## config.mk

```make
export PLATFORM = sky130hd
export DESIGN_NAME = acc_fifo_link
export DESIGN_NICKNAME = d
export VERILOG_FILES = /design/src/rtl/acc_fifo_link.sv
export SDC_FILE = /design/constraint.sdc
export NUM_CORES = 1
export LEC_CHECK = 0
export CAP_MARGIN = 20
export CELL_PAD_IN_SITES_DETAIL_PLACEMENT = 1
export CELL_PAD_IN_SITES_GLOBAL_PLACEMENT = 1
export CORE_MARGIN = 4
export CORE_UTILIZATION = 33
export DETAILED_ROUTE_END_ITERATION = 16
export GPL_ROUTABILITY_DRIVEN = 0
export PLACE_DENSITY_LB_ADDON = 0.12
export SKIP_LAST_GASP = 1
export SYNTH_ARGS = -nofsm -noshare
export SYNTH_HDL_FRONTEND = slang
export SYNTH_HIERARCHICAL = 1
export SYNTH_SLANG_ARGS = --single-unit
```

## constraint.sdc

```tcl
create_clock -name clk -period 6.61 [get_ports clk]
set_clock_uncertainty 0.05 [all_clocks]
set_input_delay 1.322 -clock clk [delete_from_list [all_inputs] [get_ports clk]]
set_output_delay 1.322 -clock clk [all_outputs]
set_load 0.05 [all_outputs]
```

## src/rtl/acc_fifo_link.sv

```systemverilog
// Accelerator-side put/get responder: to-acc and from-acc FIFOs with flags.
// Optional sticky error outputs err_ovf/err_udf under `FIFO_ERR_FLAGS_EN.
module acc_fifo_mem #(
  parameter int DATA_W = 32,
  parameter int DEPTH  = 16,
  parameter int ADDR_W = 4
) (
  input  logic              clk,
  input  logic              reset,
  input  logic              clear,
  input  logic              push,
  input  logic [DATA_W-1:0] push_data,
  input  logic              pop,
  output logic [DATA_W-1:0] pop_data,
  output logic              empty,
  output logic              full
);
  localparam logic [ADDR_W:0]   FULL_CNT = (ADDR_W+1)'(DEPTH);
  localparam logic [ADDR_W:0]   CNT_ONE  = (ADDR_W+1)'(1);
  localparam logic [ADDR_W-1:0] PTR_ONE  = ADDR_W'(1);

  logic [DATA_W-1:0] mem_q [DEPTH];
  logic [ADDR_W-1:0] wr_ptr_q, wr_ptr_d;
  logic [ADDR_W-1:0] rd_ptr_q, rd_ptr_d;
  logic [ADDR_W:0]   cnt_q, cnt_d;
  logic [DATA_W-1:0] dout_q, dout_d;
  logic              push_ok, pop_ok, wr_en;

  assign empty    = (cnt_q == '0);
  assign full     = (cnt_q == FULL_CNT);
  assign pop_data = dout_q;

  always_comb begin
    push_ok  = push & ~full;
    pop_ok   = pop & ~empty;
    wr_en    = push_ok & ~clear;
    wr_ptr_d = wr_ptr_q;
    rd_ptr_d = rd_ptr_q;
    cnt_d    = cnt_q;
    dout_d   = dout_q;
    if (clear) begin
      wr_ptr_d = '0;
      rd_ptr_d = '0;
      cnt_d    = '0;
    end else begin
      if (push_ok) wr_ptr_d = wr_ptr_q + PTR_ONE;
      if (pop_ok) begin
        rd_ptr_d = rd_ptr_q + PTR_ONE;
        dout_d   = mem_q[rd_ptr_q];
      end
      if (push_ok && !pop_ok) cnt_d = cnt_q + CNT_ONE;
      if (pop_ok && !push_ok) cnt_d = cnt_q - CNT_ONE;
    end
  end

  always_ff @(posedge clk) begin
    if (wr_en) mem_q[wr_ptr_q] <= push_data;
  end

  always_ff @(posedge clk or negedge reset) begin
    if (!reset) begin
      wr_ptr_q <= '0;
      rd_ptr_q <= '0;
      cnt_q    <= '0;
      dout_q   <= '0;
    end else begin
      wr_ptr_q <= wr_ptr_d;
      rd_ptr_q <= rd_ptr_d;
      cnt_q    <= cnt_d;
      dout_q   <= dout_d;
    end
  end
endmodule

module acc_fifo_link #(
  parameter int DATA_W = 32,
  parameter int DEPTH  = 16,
  parameter int ADDR_W = 4
) (
  input  logic              clk,
  input  logic              reset,
  input  logic              clear,
  input  logic              put_req,
  input  logic [DATA_W-1:0] put_data,
  input  logic              get_req,
  output logic [DATA_W-1:0] get_data,
  output logic              to_empty,
  output logic              to_full,
  output logic              from_empty,
  output logic              from_full,
  input  logic              acc_rd_req,
  output logic [DATA_W-1:0] acc_rd_data,
  output logic              acc_rd_vld,
  input  logic              acc_wr_req,
  input  logic [DATA_W-1:0] acc_wr_data
`ifdef FIFO_ERR_FLAGS_EN
  ,output logic             err_ovf
  ,output logic             err_udf
`endif
);
  logic acc_rd_vld_q, acc_rd_vld_d;

  acc_fifo_mem #(
    .DATA_W(DATA_W), .DEPTH(DEPTH), .ADDR_W(ADDR_W)
  ) u_to (
    .clk(clk), .reset(reset), .clear(clear),
    .push(put_req), .push_data(put_data),
    .pop(acc_rd_req), .pop_data(acc_rd_data),
    .empty(to_empty), .full(to_full)
  );

  acc_fifo_mem #(
    .DATA_W(DATA_W), .DEPTH(DEPTH), .ADDR_W(ADDR_W)
  ) u_from (
    .clk(clk), .reset(reset), .clear(clear),
    .push(acc_wr_req), .push_data(acc_wr_data),
    .pop(get_req), .pop_data(get_data),
    .empty(from_empty), .full(from_full)
  );

  assign acc_rd_vld = acc_rd_vld_q;

  always_comb begin
    acc_rd_vld_d = ~clear & acc_rd_req & ~to_empty;
  end

  always_ff @(posedge clk or negedge reset) begin
    if (!reset) acc_rd_vld_q <= 1'b0;
    else        acc_rd_vld_q <= acc_rd_vld_d;
  end

`ifdef FIFO_ERR_FLAGS_EN
  logic err_ovf_q, err_ovf_d;
  logic err_udf_q, err_udf_d;

  assign err_ovf = err_ovf_q;
  assign err_udf = err_udf_q;

  always_comb begin
    err_ovf_d = err_ovf_q | (put_req & to_full)
                          | (acc_wr_req & from_full);
    err_udf_d = err_udf_q | (acc_rd_req & to_empty)
                          | (get_req & from_empty);
    if (clear) begin
      err_ovf_d = 1'b0;
      err_udf_d = 1'b0;
    end
  end

  always_ff @(posedge clk or negedge reset) begin
    if (!reset) begin
      err_ovf_q <= 1'b0;
      err_udf_q <= 1'b0;
    end else begin
      err_ovf_q <= err_ovf_d;
      err_udf_q <= err_udf_d;
    end
  end
`endif
endmodule

```

==> key figures <==
CTS
  – Clk sinks: 1,115
  – Post-CTS Setup Inserts: 0
  – Clock Latency Late Sink: 0.71 ns
  – CTS tree: built
  – Inserted Clock Buffers: 120
  – Reg clk slew, reported paths: 0.06 ns
  – Max Root-Sink Buffers: 3
  – CTS Hold Buffers Added: 0
  – Clock Root Buffer: clkbuf_16
  – Post-cts gate resize count: 0
  – CTS HTree Levels: 3

Synthesis
  – Register area share after synthesis: 76.3%
  – Top_reg_cell synth: edfxtp_1
  – Cell area after synthesis: around 43,000 sq um
  – Synth Area in XOR/XNOR: less than 1%
  – Post-synthesis mux area share: 16.6%
  – Post-Synth Adder-Cell Area: less than 1%
  – Compound-cell area share of the yosys netlist: 2.67%
  – Syn nets: 2,032
  – Proportion of netlist area held by the largest area contributor: 71.0%
  – Area contributors post-synth: edfxtp_1 (71%), mux4_2 (13%), dfrtp_1 (5.3%)
  – Simple-gate portion of the synthesized area: ~2.0%
  – Largest family of logic cells by synthesized area: multiplexers
  – Post-synth top area cell: edfxtp_1
  – Synth cell types: 53
  – Cells after synthesis: 1,943
  – Ys Warns: 6
  – Async SR Flop Fraction: roughly 8.2%
  – Post-synth EDFFs: slightly above 1k
  – Flops & latches, synth: 1,115
  – Commonest cells in the netlist: edfxtp_1 (1,024), mux4_2 (256), mux2i_1 (131)
  – Most common cell in the netlist: edfxtp_1
  – Synthesized area per cell: 22.3 sq um

Floorplan
  – # rows: around 130
  – Die Height: 370 microns
  – Starting density of the core: 33.3%
  – Core ar.: 130,000 sq um
  – # IOs: 140
  – Die W: 370 microns
  – DIE AREA: 137,000 sq um

Timing
  – RSZ-0062 raised after global routing: false
  – Max-slew headroom: 27.8%
  – Final hold vios: 0
  – Slew @ Worst Pin: ~1.1 ns
  – Fmax: around 240 MHz
  – Tmin final: 4.20 ns
  – Setup TNS: 0 ns
  – Final period util: 63.5%
  – Slew Viols, Final: 0
  – Final setup fails: 0

Final layout
  – Nets: 2,233
  – Filler instances: 12.3k
  – Design area: ~51,000 sq um
  – Multi-input gate area: 9750 sq um
  – FF+latch area: 33,000 sq um
  – Fraction of layout cells with a size suffix above 1: 26.6%
  – Syn-to-layout area delta: 17.1%

Global route
  – Vias in the first global route: about 23k
  – Initial antenna violation count: 4
  – First-pass GRT wire length: 154,000 microns
  – All-Layer GR Usage: 15.2%
  – Pin count of the biggest net entering global routing: 105
  – Global route overflow: 0

Setup path
  – Crit path required time: roughly 5.2 ns
  – Startpoint types: flip-flop
  – Crit path kind: reg2out
  – Crit end category: output pin
  – Crit Path Max Fanout: 7
  – Critical path arrival: roughly 2.8 ns

Power
  – Worst vdd ir: 256 uV
  – PwrDens: 355 nW/um^2
  – Static leakage: ~16 nW

Detailed routing
  – Wirelength, routed: slightly above 100,000 microns
  – Iter 0 DRT Violations: 1,195
  – DRT antenna net count: 0
  – # DRC: 0
  – WL/cell: 25.9 microns
  – First-pass DRT Iterations: 5
  – Via density: between 4 and 5
  – DR vias: 19.9k

Min path
  – Hold Crit Class: reg2reg

Status
  – Status: finished clean

Flow run
  – Max_cap viols: 0

Placed design
  – DP Area: between 40,000 and 50,000 sq um
  – Port bufs: 139
  – DP HPWL: roughly 56,000 microns
-- power by group --
group	total [mW]	internal (mW)	leakage (nW)	switching (mW)
logic	3.14	1.27	3.46	1.87
registers	8.34	8.00	10.4	0.345
clock network	6.53	3.84	1.89	2.69
-- worst paths after layout --
check | from | end | slack [ns] | cells after the start
max | u_from/cnt_q[1]$_DFFE_PN0P_ | from_empty | 2.41 | 3
min | u_to/pop_data[21]$_DFFE_PN0P_ | u_to/pop_data[21]$_DFFE_PN0P_ | 0.44 | 2
max reg2reg | u_from/cnt_q[1]$_DFFE_PN0P_ | u_from/cnt_q[4]$_DFFE_PN0P_ | 3.46 | 9
min reg2reg | u_to/pop_data[21]$_DFFE_PN0P_ | u_to/pop_data[21]$_DFFE_PN0P_ | 0.44 | 2
max in group asynchronous | reset | u_from/rd_ptr_q[1]$_DFFE_PN0P_ | 4.58 | 2
min in group asynchronous | reset | u_to/pop_data[7]$_DFFE_PN0P_ | 0.56 | 1
-- state kept, by name (all words and copies together), names as in the netlist, 5 cells and up --
signal / cells
u_to/cnt_q: 5
u_to/mem_q: 512
u_to/pop_data: 32
u_from/cnt_q: 5
u_from/mem_q: 512
u_from/pop_data: 32
-- logic make-up after synthesis --
family / Yosys count
muxes: 397
DFF: 1115
buffers and inverters: 117
adders and majority gates: 18
and+or+nand+nor: 186
xor gates and xnor gates: 14
AOI/OAI and AO/OA: 96
-- placed cells by master (no fill, tap or decap), types with 7 or more instances in the layout --
master	instances
clkdlybuf4s50_1	137
clkbuf_16	122
and3_2	10
ha_1	16
buf_12	7
inv_1	11
mux2i_1	131
nor3_2	8
xor2_1	10
dfrtp_1	85
nor2_4	7
buf_4	39
a21oi_1	11
nand2_1	75
mux4_2	256
mux2_2	10
clkinv_2	23
nor2_1	38
clkbuf_8	11
o221ai_2	60
clkinv_1	20
clkbuf_1	32
edfxtp_1	1024
bufinv_16	9
-- per-stage QoR --
| step | std cells | hold slack, ns | power [mW] | util (%) | worst slack, ns |
|---|---|---|---|---|---|
| final | 3990 | 0.440 | 18.0 | 39.0 | 2.41 |
| after global routing | 3987 | 0.475 | 18.8 | 39.0 | 2.23 |
| after CTS | 3984 | 0.446 | 18.3 | 38.9 | 2.32 |
| after detailed placement | 3761 | 0.432 | 11.7 | 36.0 | 2.10 |
| after global placement | 3760 | 0.428 | 11.7 | 36.0 | 2.18 |
| after floorplan | 1943 | 0.474 | 10.6 | - | 0.692 |
-- critical path, cell delays in order, from the launching register on --
cell and delay, ns:
dfrtp_1 0.43, or4_1 0.71, nor2_1 0.16, clkdlybuf4s50_1 0.82
-- final cells by class --
| cell class | instances | share of cell area [%] |
|---|---|---|
| antenna | 3 | 0.0148 |
| clock buffer | 165 | 6.56 |
| clock inverter | 58 | 1.02 |
| inverter | 11 | 0.0815 |
| multi-input combinational | 711 | 19.2 |
| sequential | 1115 | 65.2 |
| tap | 1742 | 4.30 |
| timing repair buffer | 185 | 3.59 |
-- metal layers --
layer  GRT usage, %  vias to the layer above  routed length (microns)  part of all wire, %
li1               -                     8539                        -                    -
met1           21.5                    11000                    48200                   47
met2           24.5                      328                    49400                   48
met3           2.71                      106                     4120                  4.0
met4           3.96                        0                     1760                  1.7
met5              0                        -                        0                    0
Note: power is estimated with default switching activity, not from simulation.
